$ cat config.mk
export PLATFORM = sky130hd
export DESIGN_NAME = conv_window_gen_flat
export DESIGN_NICKNAME = d
export VERILOG_FILES = /design/src/rtl/conv_pkg.sv /design/src/rtl/conv_window_gen_if.sv /design/src/rtl/line_buf.sv /design/src/rtl/conv_window_gen.sv /design/src/flat_wrapper.sv
export SDC_FILE = /design/constraint.sdc
export NUM_CORES = 1
export LEC_CHECK = 0
export ABC_AREA = 1
export BUFFER_PORTS_ARGS = -buffer_cell sky130_fd_sc_hd__buf_2
export CELL_PAD_IN_SITES_DETAIL_PLACEMENT = 1
export CELL_PAD_IN_SITES_GLOBAL_PLACEMENT = 1
export CORE_MARGIN = 3
export CORE_UTILIZATION = 43
export CTS_CLUSTER_DIAMETER = 150
export DETAILED_ROUTE_END_ITERATION = 6
export PLACE_DENSITY = 0.86
export SYNTH_ARGS = -nofsm -noshare
export SYNTH_HDL_FRONTEND = slang
export SYNTH_SLANG_ARGS = --single-unit
$ cat constraint.sdc
create_clock -name clk -period 2.32 [get_ports clk]
set_clock_uncertainty 0.1 [all_clocks]
set_input_delay 0.58 -clock clk [delete_from_list [all_inputs] [get_ports clk]]
set_output_delay 0.58 -clock clk [all_outputs]
set_load 0.01 [all_outputs]
$ cat src/rtl/conv_pkg.sv
// conv_pkg: widths and FSM state type shared by the 3x3 window generator.
`default_nettype none

package conv_pkg;
  localparam int PIX_W    = 8;
  localparam int WIN_TAPS = 9;
  localparam int WIN_W    = PIX_W * WIN_TAPS;

  typedef enum logic [0:0] {
    IDLE = 1'b0,
    RUN  = 1'b1
  } state_t;
endpackage

`default_nettype wire

$ cat src/rtl/conv_window_gen_if.sv
// conv_window_gen_if: pixel stream in, 3x3 window stream out.
`default_nettype none

interface conv_window_gen_if;
  import conv_pkg::*;

  logic             in_valid;
  logic             in_sof;
  logic [PIX_W-1:0] pixel_in;
  logic [WIN_W-1:0] window;
  logic             win_valid;
  logic             win_last;
  logic             busy;

  modport master (
    output in_valid, in_sof, pixel_in,
    input  window, win_valid, win_last, busy
  );

  modport slave (
    input  in_valid, in_sof, pixel_in,
    output window, win_valid, win_last, busy
  );
endinterface

`default_nettype wire

$ cat src/rtl/line_buf.sv
// line_buf: one image line of pixels; combinational read returns the old
// value at addr in the same cycle it is overwritten.
`default_nettype none

module line_buf
  import conv_pkg::*;
#(
  parameter int DEPTH = 8,
  parameter int AW    = $clog2(DEPTH)
) (
  input  logic             clk,
  input  logic [AW-1:0]    addr,
  input  logic             we,
  input  logic [PIX_W-1:0] wr_data,
  output logic [PIX_W-1:0] rd_data
);

  logic [PIX_W-1:0] mem [DEPTH];

  assign rd_data = mem[addr];

  always_ff @(posedge clk) begin
    if (we) begin
      mem[addr] <= wr_data;
    end
  end

endmodule

`default_nettype wire

$ cat src/rtl/conv_window_gen.sv
// conv_window_gen: raster pixel stream to registered 3x3 windows, emitted
// only for pixels with a full neighbourhood (valid-only convolution).
`default_nettype none

module conv_window_gen
  import conv_pkg::*;
#(
  parameter int IMG_W = 8,
  parameter int IMG_H = 8
) (
  input  logic             clk,
  input  logic             rstn_,
  conv_window_gen_if.slave px
);

  localparam int CW = $clog2(IMG_W);
  localparam int RW = $clog2(IMG_H);
  localparam logic [CW-1:0] C_LAST = CW'(IMG_W - 1);
  localparam logic [RW-1:0] R_LAST = RW'(IMG_H - 1);

  state_t           state_q, state_d;
  logic [CW-1:0]    col_q, col_d, col_cur;
  logic [RW-1:0]    row_q, row_d, row_cur;
  logic             sof_hit, accept, at_last, strobe;
  logic [PIX_W-1:0] l1_rd, l2_rd;
  logic [PIX_W-1:0] sr_q [2][3];
  logic [WIN_W-1:0] win_d, win_q;
  logic             win_valid_q, win_last_q;

  always_ff @(posedge clk or negedge rstn_) begin
    if (!rstn_) begin
      state_q <= IDLE;
    end else begin
      state_q <= state_d;
    end
  end

  // An sof pixel is position (0,0) regardless of where the counters stand.
  always_comb begin
    state_d = state_q;
    col_d   = col_q;
    row_d   = row_q;
    sof_hit = px.in_valid && px.in_sof;
    accept  = px.in_valid && (px.in_sof || state_q == RUN);
    col_cur = sof_hit ? '0 : col_q;
    row_cur = sof_hit ? '0 : row_q;
    at_last = (row_cur == R_LAST) && (col_cur == C_LAST);
    strobe  = accept && (row_cur >= RW'(2)) && (col_cur >= CW'(2));
    if (accept) begin
      state_d = at_last ? IDLE : RUN;
      if (col_cur == C_LAST) begin
        col_d = '0;
        row_d = (row_cur == R_LAST) ? '0 : row_cur + RW'(1);
      end else begin
        col_d = col_cur + CW'(1);
        row_d = row_cur;
      end
    end
  end

  line_buf #(.DEPTH(IMG_W), .AW(CW)) u_line1 (
    .clk     (clk),
    .addr    (col_cur),
    .we      (accept),
    .wr_data (px.pixel_in),
    .rd_data (l1_rd)
  );

  line_buf #(.DEPTH(IMG_W), .AW(CW)) u_line2 (
    .clk     (clk),
    .addr    (col_cur),
    .we      (accept),
    .wr_data (l1_rd),
    .rd_data (l2_rd)
  );

  // Columns b=0,1 come from the shift register, b=2 is the live column.
  always_comb begin
    win_d = '0;
    for (int a = 0; a < 3; a++) begin
      win_d[(3*a)*PIX_W +: PIX_W]     = sr_q[0][a];
      win_d[(3*a + 1)*PIX_W +: PIX_W] = sr_q[1][a];
    end
    win_d[2*PIX_W +: PIX_W] = l2_rd;
    win_d[5*PIX_W +: PIX_W] = l1_rd;
    win_d[8*PIX_W +: PIX_W] = px.pixel_in;
  end

  always_ff @(posedge clk or negedge rstn_) begin
    if (!rstn_) begin
      col_q       <= '0;
      row_q       <= '0;
      sr_q        <= '{default: '0};
      win_q       <= '0;
      win_valid_q <= 1'b0;
      win_last_q  <= 1'b0;
    end else begin
      col_q       <= col_d;
      row_q       <= row_d;
      win_valid_q <= strobe;
      win_last_q  <= strobe && at_last;
      if (accept) begin
        sr_q[0]    <= sr_q[1];
        sr_q[1][0] <= l2_rd;
        sr_q[1][1] <= l1_rd;
        sr_q[1][2] <= px.pixel_in;
      end
      if (strobe) begin
        win_q <= win_d;
      end
    end
  end

  assign px.window    = win_q;
  assign px.win_valid = win_valid_q;
  assign px.win_last  = win_last_q;
  assign px.busy      = (state_q == RUN);

endmodule

`default_nettype wire

$ cat src/flat_wrapper.sv
// flat-port wrapper written by rule: the top's interface ports become plain ports
module conv_window_gen_flat import conv_pkg::*;
#(
  parameter int IMG_W = 8,
  parameter int IMG_H = 8
)
  (clk, rstn_, px_in_valid, px_in_sof, px_pixel_in, px_window, px_win_valid, px_win_last, px_busy);
  conv_window_gen_if px_i ();
  input  logic clk;
  input  logic rstn_;
  input wire logic [$bits(px_i.in_valid)-1:0] px_in_valid;
  input wire logic [$bits(px_i.in_sof)-1:0] px_in_sof;
  input wire logic [$bits(px_i.pixel_in)-1:0] px_pixel_in;
  output wire logic [$bits(px_i.window)-1:0] px_window;
  output wire logic [$bits(px_i.win_valid)-1:0] px_win_valid;
  output wire logic [$bits(px_i.win_last)-1:0] px_win_last;
  output wire logic [$bits(px_i.busy)-1:0] px_busy;
  assign px_i.in_valid = px_in_valid;
  assign px_i.in_sof = px_in_sof;
  assign px_i.pixel_in = px_pixel_in;
  assign px_window = px_i.window;
  assign px_win_valid = px_i.win_valid;
  assign px_win_last = px_i.win_last;
  assign px_busy = px_i.busy;
  conv_window_gen #(.IMG_W(IMG_W), .IMG_H(IMG_H)) u_core (.clk(clk), .rstn_(rstn_), .px(px_i));
endmodule
======== Word level (Yosys, flattened, before mapping) ========
Memory sizes are Yosys's and may differ from the RTL's.
Index checks and enable logic that the tools add are counted.
W data, S select, Z words.
word-level totals
  RAM bits ................................ 128
  bits in registers ....................... 129
  logic and storage cells ................. 35
  input port bits ......................... 12
  memories ................................ 2
  output and inout bits ................... 75
operators by class
  add/subtract/negate cells ............... 2
  order comparisons ....................... 2
  equality and inequality tests ........... 2
  reduce and logical (&&, ||, !) cells .... 7
  muxes and demuxes ....................... 8
memory list
  memory              words  bits a word  read ports  clocked after memory_dff  wr ports  line            source
  u_core.u_line1.mem  8      8            1           0                         1         line_buf.sv:18  logic [PIX_W-1:0] mem [DEPTH];
  u_core.u_line2.mem  8      8            1           0                         1         line_buf.sv:18
operator list
  kind                   number
  $mux W3                5
  $add A3 B1 Y3 const B  2
  $eq A3 B3 Y1 const B   2
  $ge A3 B2 Y1 const B   2
  $logic_and A1 B1 Y1    6
  $mux W1                3
  $logic_or A1 B1 Y1     1

======== Depth between registers and ports, before layout ========
Gate-level depths: netlist of run 1.
  depth in word-level cells ............... 6
  gate-level depth with buffers ........... 12
  depth with buffers taken out ............ 10

======== Modules after synthesis ========
From an unflattened synthesis of run 1, not the netlist that was laid out.
unflattened totals
  cell total of the unflattened synthesis .. 1097
  area total of the unflattened synthesis .. 10770.3 sq um
by module, submodules not included
  module           area an instance (sq um)  cells each  sequential area each (sq um)  times used
  line_buf         2763.9                    272         1921.8                        2
  conv_window_gen  5242.5                    553         3228.1                        1

======== Worst setup path after synthesis of run 1 ========
OpenSTA, ideal clock, no wires.
  path type ............................... in2reg
  start ................................... in px_in_valid
  end ..................................... mem u_core.u_line1.mem[3][0] (enable)
  required time ........................... 1.831 ns
  data arrival time ....................... 2.023 ns
  buffers on the path ..................... 2
  cell stages on the path ................. 7
  setup time .............................. 0.389 ns
  path slack .............................. -0.191 ns
  path through ............................ nand2_2 nand2_2 buf_6 buf_4 inv_1 nand2_1 nor2_1
between the ends
  word-level cells in the longest chain between the ends .. 3
  elaborated cells between the ends (all ways) .. 5
  those cells by class .................... mux: 3; reduce/logical: 2
ends and longest elaborated chain
  item                           line                   source
  from (decl)                    flat_wrapper.sv:11     input wire logic [$bits(px_i.in_valid)-1:0] px_in_valid;
  $logic_and A1 B1 Y1            conv_window_gen.sv:44  accept = px.in_valid && (px.in_sof || state_q == RUN);
  $mux W1                        line_buf.sv:23         if (we) begin
  $mux W1 (implied by the code)  line_buf.sv:24         mem[addr] <= wr_data;
  to (decl)                      line_buf.sv:18
Parallel ways exist; a longest one is shown, timed or not.

======== Worst setup path in the final report of run 1 ========
  start ................................... reg u_core.col_q[1]
  end ..................................... reg u_core.win_q[43] (netlist: u_core.px.window[43])
between the ends
  word-level cells in the longest chain between the ends .. 3
  elaborated cells between the ends (all ways) .. 4
  those cells by class .................... order compare: 1; mux: 1; reduce/logical: 1; memory: 1
ends and longest elaborated chain
  item                    line                    source
  from (decl)             conv_window_gen.sv:22   logic [CW-1:0] col_q, col_d, col_cur;
  from (signal assigned)  conv_window_gen.sv:98   col_q <= col_d;
  $mux W3 (*)             conv_window_gen.sv:45   col_cur = sof_hit ? '0 : col_q;
  $ge A3 B2 Y1            conv_window_gen.sv:48   strobe = accept && (row_cur >= RW'(2)) && (col_cur >= CW'(2));
  $logic_and A1 B1 Y1     conv_window_gen.sv:48
  to (signal assigned)    conv_window_gen.sv:109  win_q <= win_d;
  to (decl)               conv_window_gen.sv:27   logic [WIN_W-1:0] win_d, win_q;
Every way passes the cells marked *; elsewhere a longest branch is shown, timed or not.
A chain may end at the register's enable or synchronous reset.

==> reports/results.tsv, run 1 <==
stage	metric	value	unit
status	status	completed	
global_routing	grt_pass1_vias	8243	
power	p_leak	6.06	nW
floorplan	die_height	163	um
sta	setup_viol	0	
setup_path	arrival	2.51	ns
layout	drive_above_1_share	17.8	%
floorplan	core	23800	um^2
detailed_routing	dr.pass1.iters	4	
setup_path	cp_cell_sequence	nand2_1 -> inv_1 -> ha_1 -> inv_1 -> nand2_1 -> nand3_4 -> inv_2 -> o21ai_0 -> buf_4 -> nand2_1	
cts	clk_path_buf_depth	3	
setup_path	crit_top_cell	nand2_1	
logic_synthesis	synth_area	10600	um^2
logic_synthesis	yosysSeqAreaShare	66.8	%
setup_path	rr_startpoint	u_core.col_q[1]$_DFFE_PN0P_	
logic_synthesis	synth-seq-cells	257	
detailed_routing	num_vias	7749	
cts	htreeDepth	1	
cts	numCtsBuffers	25	
place	portBuffers	86	
logic_synthesis	netlist_top_cells_area	edfxtp_1 36%, dfrtp_1 30%, nand2_1 11%	
logic_synthesis	syn_avg_cell_area	10.4	um^2
sta	worst_hold_slack	0.298	ns
cts	clk_latency	0.53	ns
setup_path	rrSetupSlack	0.18	ns
cts	root_buffer	clkbuf_16	
setup_path	crit_type	reg -> reg	
sta	slew_violations	0	
detailed_routing	drc	0	
sta	fin_crit_sh	92.1	%
global_routing	grt_max_degree	67	
setup_path	startpoint	u_core.col_q[1]$_DFFE_PN0P_	
logic_synthesis	synth-main-ff-cell	dfrtp_1	
layout	final_common_cell	nand2_1	
floorplan	initial_utilization	44.5	%
layout	final_cell_mix	312 x nand2_1, 129 x dfrtp_1, 128 x inv_1, 128 x edfxtp_1, 85 x buf_2	
global_routing	grtUsageTotal	21.7	%
place	gp_congestion	0.824	
sta	worstMarginPinSlew	0.443	ns
detailed_routing	vias_per_cell	5.26	
setup_path	worst_path_max_delay_cell	dfrtp_1	
layout	nets	1153	
cts	tritoncts	yes	
layout	multi_input_area	2730	um^2
sta	fin_crit	2.14	ns
setup_path	crit_path_max_fanout	23	
power	p_total	12.9	mW
floorplan	fp.dieArea	26600	um^2
cts	clk_pin_slew_worst_paths	0.06	ns
layout	fillerInstances	2613	
setup_path	critPathCaptureType	flip-flop	
detailed_routing	wl_per_cell	19.4	um
sta	relSlewSlack	70.4	%
detailed_routing	drtIter0Drc	654	
sta	fmax	468	MHz
setup_path	reg2reg_to	u_core.px.window[43]$_DFFE_PN0P_	
setup_path	max_stage_delay	0.53	ns
layout	syn_to_final_growth	17.9	%
logic_synthesis	synth_edf_count	128	
logic_synthesis	synth_top_cell_by_area	edfxtp_1	
place	dp_hpwl	18900	um
logic_synthesis	synth_top_area_share	36.3	%
logic_synthesis	yosysWarnings	0	
run	cap_violations	0	
setup_path	critPathRequiredTime	2.69	ns
cts	cts.sinks	257	
global_routing	overflow	0	
power	cellPowerDensity	1030	nW/um^2
detailed_routing	totalWireLength	28600	um
logic_synthesis	synth_nets	1032	
global_routing	grt_pass1_wl	45500	um
power	ir_drop	0.566	mV
layout	antenna_cells	0	
logic_synthesis	synthArstFlopShare	50.2	%
setup_path	crit_end	u_core.px.window[43]$_DFFE_PN0P_	
global_routing	antenna_found_initial	0	
sta	rsz0062_at_grt	no	
layout	register_area	7070	um^2
floorplan	ios	87	
setup_path	start_kind	flip-flop	
floorplan	row_count	56	
worst_hold_path	hold_path_class	in -> reg	
logic_synthesis	synth_cells	1014	
floorplan	die_x	163	um
detailed_routing	antenna_left	0	
setup_path	rr_worst_depth	10	
logic_synthesis	synth_cell_types	25	
sta	hold_viol_final	0	
[worst min path at each step]
stage                     slack [ns]                              from                                to  cells after the start
after global routing            0.30                    px_pixel_in[7]  u_core.px.window[71]$_DFFE_PN0P_                      3
after detailed placement        0.36  u_core.px.window[14]$_DFFE_PN0P_  u_core.px.window[14]$_DFFE_PN0P_                      2
after CTS                       0.29                    px_pixel_in[6]  u_core.px.window[70]$_DFFE_PN0P_                      3
after floorplan                 0.18                             rstn_       u_core.col_q[0]$_DFFE_PN0P_                      0
after global placement          0.36  u_core.px.window[19]$_DFFE_PN0P_  u_core.px.window[19]$_DFFE_PN0P_                      2
final                           0.30                    px_pixel_in[7]  u_core.px.window[71]$_DFFE_PN0P_                      3
[metrics by stage]
stage	util (%)	setup WS (ns)	area, um^2	cells	TNS (ns)
4_1_cts	52.4	0.202	12500	1473	0
3_5_place_dp	48.9	-0.0564	11600	1426	-1.49
6_report	52.4	0.183	12500	1473	0
2_1_floorplan	-	-0.191	10600	1014	-12.00
5_1_grt	52.4	0.0778	12500	1473	0
3_3_place_gp	48.9	0.0659	11600	1426	0
[logic make-up after synthesis]
group	share of synthesized area, %
AOI/OAI and AO/OA	5.04
and+or+nand+nor	19.8
buffers and inverters	7.58
DFF	66.8
adders and majority gates	0.709
xor gates and xnor gates	0.0827
[power breakdown]
part	total, mW	internal (mW)	switching (mW)
sequential	6.01	5.67	0.340
combinational	2.84	0.866	1.98
clock	4.03	2.32	1.71
[cell usage after synthesis (10+ instances only)]
cell and number:
edfxtp_1 128, nand3b_1 48, nor2_1 10, o21ai_1 16
buf_6 10, clkbuf_1 13, buf_2 20, inv_1 128
o21ai_0 79, nand3_1 82, nand2_1 312, dfrtp_1 129
[flip-flops by register name, summed over array words and instances, names as in the netlist]
signal               count
u_core.px.window        72
u_core.u_line1.mem      64
u_core.u_line2.mem      64
u_core.sr_q             48
u_core.col_q             3
u_core.row_q             3
u_core.px.busy           1
u_core.px.win_last       1
u_core.px.win_valid      1
[layout make-up]
class	instances	share of cell area, %
Clock buffer	38	6.22
Clock inverter	8	0.411
Inverter	129	3.88
Multi-Input combinational cell	577	21.9
Sequential cell	257	56.7
Tap cell	319	3.20
Timing Repair Buffer	145	7.74
[timing repair]
| item | 4_1_cts | 5_1_grt |
|---|---|---|
| gates resized for setup | 0 | 0 |
| endpoints found under the hold margin | 23 | 0 |
| buffers inserted | 0 | 0 |
| hold buffers | 1 | 0 |
[critical path, delay by kind of cell, from the launching register on]
family	cells	cell delay [ns]
and+or+nand+nor	4	0.36
AOI/OAI and AO/OA	1	0.21
buffers and inverters	4	0.70
DFF	1	0.53
adders and majority gates	1	0.17
[layer usage]
metal	part of all wire, %	routed length (um)	GRT usage [%]
met2	52	14800	38.9
met3	5.1	1460	3.46
met4	2.1	587	5.34
met1	41	11800	27.7
met5	0	0	0
No activity file was read; power rests on OpenSTA's default activity.
==> run 2: changes to the inputs <==
--- a/config.mk
+++ b/config.mk
@@ -9,11 +9,11 @@
 export BUFFER_PORTS_ARGS = -buffer_cell sky130_fd_sc_hd__buf_2
 export CELL_PAD_IN_SITES_DETAIL_PLACEMENT = 1
 export CELL_PAD_IN_SITES_GLOBAL_PLACEMENT = 1
-export CORE_MARGIN = 3
-export CORE_UTILIZATION = 43
+export CORE_MARGIN = 4
+export CORE_UTILIZATION = 40
 export CTS_CLUSTER_DIAMETER = 150
 export DETAILED_ROUTE_END_ITERATION = 6
-export PLACE_DENSITY = 0.86
+export PLACE_DENSITY = 0.82
 export SYNTH_ARGS = -nofsm -noshare
 export SYNTH_HDL_FRONTEND = slang
 export SYNTH_SLANG_ARGS = --single-unit
==> constraint.sdc (replaced) <==
create_clock -name clk -period 2.32 [get_ports clk]
set_clock_uncertainty 0.1 [all_clocks]
set_input_delay 0.464 -clock clk [delete_from_list [all_inputs] [get_ports clk]]
set_output_delay 0.464 -clock clk [all_outputs]
set_load 0.01 [all_outputs]
==> reports/results.tsv, run 2 (synthesis gave the netlist of run 1 again) <==
stage	metric	value	unit	change
setup_path	arrival	2.39	ns	-0.12 ns
floorplan	core	26100	um^2	+9.4%
setup_path	rr_startpoint	u_core.col_q[1]$_DFFE_PN0P_		
sta	setup_viol	0		unchanged
layout	final_common_cell	nand2_1		
layout	final_cell_mix	312 x nand2_1, 129 x dfrtp_1, 128 x inv_1, 128 x edfxtp_1, 85 x buf_2		
power	combPwrFrac	21.3	%	-0.8 points
setup_path	crit_type	reg -> reg		
cts	tritoncts	yes		
detailed_routing	drtIter0Drc	573		-12%
cts	htreeDepth	1		unchanged
setup_path	start_kind	flip-flop		
place	portBuffers	86		unchanged
power	p_total	13.0	mW	+1.3%
power	seqPwrFrac	46.0	%	-0.7 points
power	switchingPower	4.00	mW	-0.57%
global_routing	grtUsageTotal	19.1	%	-2.6 points
setup_path	critPathRequiredTime	2.64	ns	-0.05 ns
detailed_routing	vias_per_cell	5.09		-3.2%
floorplan	initial_utilization	40.6	%	-3.8 points
cts	clk_latency	0.52	ns	about the same
sta	slew_violations	0		unchanged
power	internal_power	9.04	mW	+2.1%
cts	root_buffer	clkbuf_16		
power	cellPowerDensity	1040	nW/um^2	+1.1%
global_routing	grt_max_degree	106		+58%
sta	worstMarginPinSlew	0.504	ns	+0.0609 ns
sta	worst_hold_slack	0.201	ns	-0.0970 ns
power	pwr-share-clk	32.7	%	+1.4 points
place	placed_cell_area	11600	um^2	-0.33%
layout	fillerInstances	2856		+9.3%
layout	syn_to_final_growth	18.1	%	
layout	multi_input_area	2720	um^2	-0.37%
detailed_routing	totalWireLength	28100	um	-1.7%
setup_path	startpoint	u_core.col_q[1]$_DFFE_PN0P_		
layout	antenna_cells	0		unchanged
sta	fmax	484	MHz	+3.5%
sta	relSlewSlack	66.4	%	-4.0 points
layout	largest_register_ffs	72		unchanged
floorplan	die_x	171	um	+4.8%
sta	rsz0062_at_grt	no		
cts	clk_path_buf_depth	3		unchanged
detailed_routing	wl_per_cell	19.0	um	-2.1%
setup_path	rr_worst_depth	9		-1
place	dp_hpwl	18300	um	-3.3%
sta	hold_viol_final	0		unchanged
power	p_leak	6.05	nW	-0.20%
detailed_routing	antenna_left	0		unchanged
cts	cts.sinks	257		unchanged
global_routing	grt_pass1_wl	44300	um	-2.7%
worst_hold_path	hold_path_class	in -> reg		
cts	clk_pin_slew_worst_paths	0.06	ns	about the same
power	p_sw_share	30.7	%	-0.57 points
setup_path	reg2reg_to	u_core.px.window[28]$_DFFE_PN0P_		
floorplan	row_count	59		+5.4%
floorplan	fp.dieArea	29100	um^2	+9.8%
place	gp_congestion	0.823		-0.19%
layout	register_area	7070	um^2	unchanged
global_routing	grt_pass1_vias	8128		-1.4%
detailed_routing	dr.pass1.iters	7		+3
global_routing	overflow	0		unchanged
run	cap_violations	0		unchanged
floorplan	die_height	171	um	+4.8%
status	status	completed		
cts	numCtsBuffers	27		+8.0%
cts	postCtsSetupRepairBufs	0		unchanged
detailed_routing	num_vias	7534		-2.8%
layout	drive_above_1_share	16.4	%	-1.3 points
sta	fin_crit_sh	89.0	%	-3.1 points
floorplan	ios	87		unchanged
sta	fin_crit	2.07	ns	-0.0715 ns
setup_path	crit_path_max_fanout	105		+360%
global_routing	antenna_found_initial	0		unchanged
power	ir_drop	0.564	mV	-0.34%
setup_path	crit_end	u_core.px.window[28]$_DFFE_PN0P_		
setup_path	rrSetupSlack	0.25	ns	+0.07 ns
layout	nets	1143		-0.87%
detailed_routing	drc	0		unchanged
setup_path	critPathCaptureType	flip-flop		
layout	post-route-cell-area	12500	um^2	+0.19%
## run 2: changes by cell type in the layout (fill, tap and decap cells not counted), sizes merged
cell / change
clkinvlp: -1
inv: -1
clkbuf: +6
clkinv: -2
buf: -12
## run 2: worst min path at each step
stage	startpoint	endpoint	slack, ns	depth (start not counted)
floorplan	rstn_	u_core.col_q[0]$_DFFE_PN0P_	0.07	0
finish	px_pixel_in[5]	u_core.px.window[69]$_DFFE_PN0P_	0.20	3
global route	px_pixel_in[6]	u_core.px.window[70]$_DFFE_PN0P_	0.21	3
CTS	px_pixel_in[6]	u_core.px.window[70]$_DFFE_PN0P_	0.19	3
global placement	rstn_	u_core.px.window[50]$_DFFE_PN0P_	0.35	1
detailed placement	rstn_	u_core.px.window[59]$_DFFE_PN0P_	0.35	1
## run 2: repair_timing
| item | in CTS | in global routing |
|---|---|---|
| endpoints found under the hold margin | 52 | 0 |
| gates resized for setup | 0 | 0 |
| hold buffers | 1 | 0 |
## run 2: critical path, cell delays in order, from the launching register on
cell	delay, ns
dfrtp_1	0.49
nand2_1	0.19
inv_1	0.10
ha_1	0.19
inv_1	0.05
nand2_1	0.08
nand3_4	0.13
buf_12	0.35
nand2_1	0.11
o21ai_0	0.13
## run 2: area by class of cell
type / count / share of cell area [%]
clock buffers: 44 / 6.95
clock inverters: 4 / 0.170
inverters: 129 / 3.87
multi-input cells: 577 / 21.8
flip-flops and latches: 257 / 56.5
well taps: 335 / 3.35
repair buffers: 133 / 7.33
## run 2: power by group through the flow
stage / logic, mW / clock network, mW / registers (mW)
after floorplan: 1.56 / 0 / 5.99
after global placement: 2.58 / 0 / 6.03
after detailed placement: 2.71 / 0 / 6.07
after CTS: 2.79 / 4.35 / 6.00
after global routing: 3.08 / 4.57 / 6.05
final: 2.78 / 4.27 / 6.00
## run 2: stage by stage
stage	setup slack (ns)	instances	setup TNS, ns	utilization (%)
floorplan	-0.0751	1014	-4.58	-
global placement	0.141	1430	0	44.5
detailed placement	0.0118	1430	0	44.5
CTS	0.251	1479	0	48.0
global route	0.142	1479	0	48.0
finish	0.254	1479	0	48.0
## run 2: layer usage
metal  global-route usage [%]  vias to the layer above  wire length (um)
met2                     33.3                      193             13900
met1                     24.7                     3780             12000
met3                     3.19                       59              1480
met4                     5.52                        0               697
met5                        0                        -                 0
li1                         -                     3502                 -
==> run 3: changes to the inputs <==
--- a/config.mk
+++ b/config.mk
@@ -5,7 +5,6 @@
 export SDC_FILE = /design/constraint.sdc
 export NUM_CORES = 1
 export LEC_CHECK = 0
-export ABC_AREA = 1
 export BUFFER_PORTS_ARGS = -buffer_cell sky130_fd_sc_hd__buf_2
 export CELL_PAD_IN_SITES_DETAIL_PLACEMENT = 1
 export CELL_PAD_IN_SITES_GLOBAL_PLACEMENT = 1
@@ -13,7 +12,8 @@
 export CORE_UTILIZATION = 40
 export CTS_CLUSTER_DIAMETER = 150
 export DETAILED_ROUTE_END_ITERATION = 6
-export PLACE_DENSITY = 0.82
+export PLACE_DENSITY = 0.79
+export REMOVE_ABC_BUFFERS = 1
 export SYNTH_ARGS = -nofsm -noshare
 export SYNTH_HDL_FRONTEND = slang
 export SYNTH_SLANG_ARGS = --single-unit
==> constraint.sdc (replaced) <==
create_clock -name clk -period 2.32 [get_ports clk]
set_clock_uncertainty 0.1 [all_clocks]
set_input_delay 0.464 -clock clk [delete_from_list [all_inputs] [get_ports clk]]
set_output_delay 0.464 -clock clk [all_outputs]
set_load 0.05 [all_outputs]
==> reports/results.tsv, run 3 <==
stage	metric	value	unit	change
status	status	completed		
power	p_sw_share	28.9	%	-1.7 points
detailed_routing	totalWireLength	22700	um	-19%
sta	setup_viol	0		unchanged
global_routing	overflow	0		unchanged
setup_path	arrival	2.57	ns	+0.18 ns
layout	layout.cells.non_filler	1168		-21%
setup_path	crit_top_cell	buf_4		
sta	worstMarginPinSlew	0.810	ns	+0.306 ns
global_routing	grtUsageTotal	16.4	%	-2.7 points
sta	fmax	452	MHz	-6.7%
sta	hold_viol_final	0		unchanged
setup_path	start_kind	flip-flop		
logic_synthesis	synth.top_cells.by_count	151 x nand2_1, 129 x dfrtp_1, 128 x edfxtp_1		
cts	cts.sinks	257		unchanged
sta	slew_violations	0		unchanged
sta	setup_ws	0.107	ns	-0.147 ns
logic_synthesis	synth-seq-cells	257		unchanged
power	combPwrFrac	20.0	%	-1.3 points
run	cap_violations	0		unchanged
setup_path	startpoint	u_core.col_q[2]$_DFFE_PN0P_		
floorplan	core	24400	um^2	-6.4%
layout	syn_to_final_growth	20.8	%	
floorplan	die_height	166	um	-2.9%
layout	fillerInstances	2470		-14%
setup_path	max_stage_delay	0.75	ns	+0.26 ns
place	dp.cells	1111		-22%
floorplan	die_x	166	um	-2.9%
place	gp_congestion	0.766		-6.9%
cts	tritoncts	yes		
setup_path	rr_worst_depth	5		-4
setup_path	crit_path_max_fanout	9		-91%
sta	rsz0062_at_grt	yes		
logic_synthesis	netlist_top_cells_area	edfxtp_1 39%, dfrtp_1 32%, mux2_2 6.3%		
floorplan	row_count	57		-3.4%
power	cellPowerDensity	1050	nW/um^2	+0.63%
power	ir_drop	0.557	mV	-1.2%
detailed_routing	antenna_left	0		unchanged
detailed_routing	vias_per_cell	5.10		+0.21%
power	p_total	12.6	mW	-3.2%
layout	largest_register_ffs	72		unchanged
place	dp_hpwl	14600	um	-20%
floorplan	ios	87		unchanged
cts	numCtsBuffers	28		+3.7%
sta	fin_crit_sh	95.4	%	+6.3 points
logic_synthesis	yosysWarnings	0		unchanged
layout	drive_above_1_share	31.2	%	+15 points
detailed_routing	drtIter0Drc	254		-56%
layout	post-route-cell-area	12000	um^2	-3.9%
place	placed_cell_area	11100	um^2	-4.6%
logic_synthesis	synth_edf_count	128		unchanged
setup_path	critPathCaptureType	flip-flop		
power	p_leak	5.45	nW	-9.9%
place	portBuffers	86		unchanged
logic_synthesis	synth_cell_types	46		+84%
place	place_ws	-0.0715	ns	-0.0833 ns
layout	antenna_cells	0		unchanged
logic_synthesis	synth_cells	689		-32%
global_routing	grt_pass1_vias	6687		-18%
global_routing	grt_max_degree	66		-38%
detailed_routing	num_vias	5962		-21%
floorplan	fp.dieArea	27500	um^2	-5.7%
detailed_routing	drc	0		unchanged
layout	final_cell_mix	151 x nand2_1, 128 x edfxtp_1, 126 x dfrtp_1		
worst_hold_path	hold_depth	3		unchanged
global_routing	antenna_found_initial	0		unchanged
detailed_routing	dr.pass1.iters	7		unchanged
setup_path	critPathRequiredTime	2.68	ns	+0.04 ns
logic_synthesis	yosysSeqAreaShare	71.0	%	+4.3 points
worst_hold_path	worstHoldStart	px_pixel_in[0]		
logic_synthesis	synth_xor_area_share	0.0880	%	+0.0053 points
power	switchingPower	3.65	mW	-8.7%
cts	clk_latency	0.54	ns	+0.02 ns
setup_path	reg2reg_to	u_core.px.window[47]$_DFFE_PN0P_		
cts	htreeDepth	1		unchanged
cts	root_buffer	clkbuf_16		
setup_path	cp_cell_sequence	o31ai_2 -> a222oi_1 -> buf_4 -> buf_4 -> o21ai_1		
cts	clk_pin_slew_worst_paths	0.06	ns	about the same
worst_hold_path	hold_end	u_core.sr_q[0]$_DFFE_PN0P_		
logic_synthesis	synth-simple-area-share	8.38	%	-11 points
logic_synthesis	yosys.cell_count.top_type	nand2_1		
cts	clk_path_buf_depth	3		unchanged
power	seqPwrFrac	46.4	%	+0.4 points
logic_synthesis	syn_avg_cell_area	14.4	um^2	+38%
logic_synthesis	synth_fa_ha_area_share	0.754	%	+0.045 points
logic_synthesis	synth_area	9950	um^2	-6.0%
logic_synthesis	synth_top_area_share	38.6	%	+2.3 points
layout	nets	840		-27%
setup_path	rrSetupSlack	0.11	ns	-0.15 ns
sta	fin_crit	2.21	ns	+0.147 ns
logic_synthesis	synthMuxAreaShare	9.69	%	+9.7 points
power	internal_power	8.97	mW	-0.83%
detailed_routing	wl_per_cell	19.4	um	+2.3%
sta	relSlewSlack	45.7	%	-21 points
global_routing	grt_pass1_wl	36900	um	-17%
logic_synthesis	synth-main-ff-cell	dfrtp_1		
logic_synthesis	synthArstFlopShare	50.2	%	unchanged
floorplan	initial_utilization	40.8	%	+0.17 points
logic_synthesis	synth_top_cell_by_area	edfxtp_1		
setup_path	rr_startpoint	u_core.col_q[2]$_DFFE_PN0P_		
logic_synthesis	synth_compound_area_share	7.06	%	+2.0 points
power	pwr-share-clk	33.6	%	+0.9 points
worst_hold_path	hold_path_class	in -> reg		
setup_path	worst_path_max_delay_cell	o31ai_2		
layout	final_common_cell	nand2_1		
logic_synthesis	synth_top_family_by_area	multiplexers		
setup_path	crit_type	reg -> reg		
run 3: metrics by stage:
step / utilization, % / setup TNS, ns / hold WS (ns)
2_1_floorplan: - / -405.84 / 0.0684
3_3_place_gp: 45.4 / -0.100 / 0.356
3_5_place_dp: 45.4 / -1.99 / 0.364
4_1_cts: 49.1 / 0 / 0.133
5_1_grt: 49.3 / -0.00113 / 0.156
6_report: 49.3 / 0 / 0.154
run 3: power by group through the flow:
stage / registers (mW) / logic (mW) / clock network, mW
3_5_place_dp: 5.93 / 2.46 / 0
2_1_floorplan: 6.14 / 1.12 / 0
3_3_place_gp: 5.89 / 2.33 / 0
5_1_grt: 5.92 / 2.79 / 4.54
6_report: 5.86 / 2.52 / 4.24
4_1_cts: 5.86 / 2.49 / 4.35
run 3: critical path, delay by kind of cell (launching register included):
kind	cells	cell delay [ns]
buffers and inverters	2	0.33
flip-flops	1	0.50
AO/OA/AOI/OAI	3	1.21
run 3: cell families after synthesis:
logic type	count (synthesis)
buf+inv	52
xor+xnor	1
compound gates	92
fa+ha+maj	6
mux	88
flops	257
simple gates	193
run 3: what timing repair did:
item	in CTS	in global routing
setup endpoints to repair	0	48
resized for setup	0	8
setup buffers	0	4
hold endpoints to repair	51	0
hold buffers	1	0
run 3: layer usage:
layer  track usage (%)  up-vias  share of wire (%)
met5                 0        -                  0
met4              5.60        0                2.9
met3              2.76       53                4.7
met2              28.1      162                 50
met1              21.3     2995                 42
li1                  -     2752                  -
run 3: layout make-up:
cell class,instances,area (um^2),area share (%)
multi-input combinational,380,2610,21.7
inverter,11,41.3,0.343
timing repair buffer,144,995,8.27
clock buffer,42,836,6.95
sequential,257,7080,58.8
clock inverter,10,58.8,0.489
tap,324,405,3.37
run 3: how the worst max path moves through the flow:
stage	slack (ns)	endpoint
6_report	0.11	u_core.px.window[47]$_DFFE_PN0P_
5_1_grt	-0.001	u_core.sr_q[14]$_DFFE_PN0P_
4_1_cts	0.009	u_core.u_line2.mem[4][7]$_DFFE_PP_
3_5_place_dp	-0.07	u_core.px.window[34]$_DFFE_PN0P_
3_3_place_gp	-0.009	u_core.px.window[28]$_DFFE_PN0P_
2_1_floorplan	-2.29	u_core.sr_q[16]$_DFFE_PN0P_
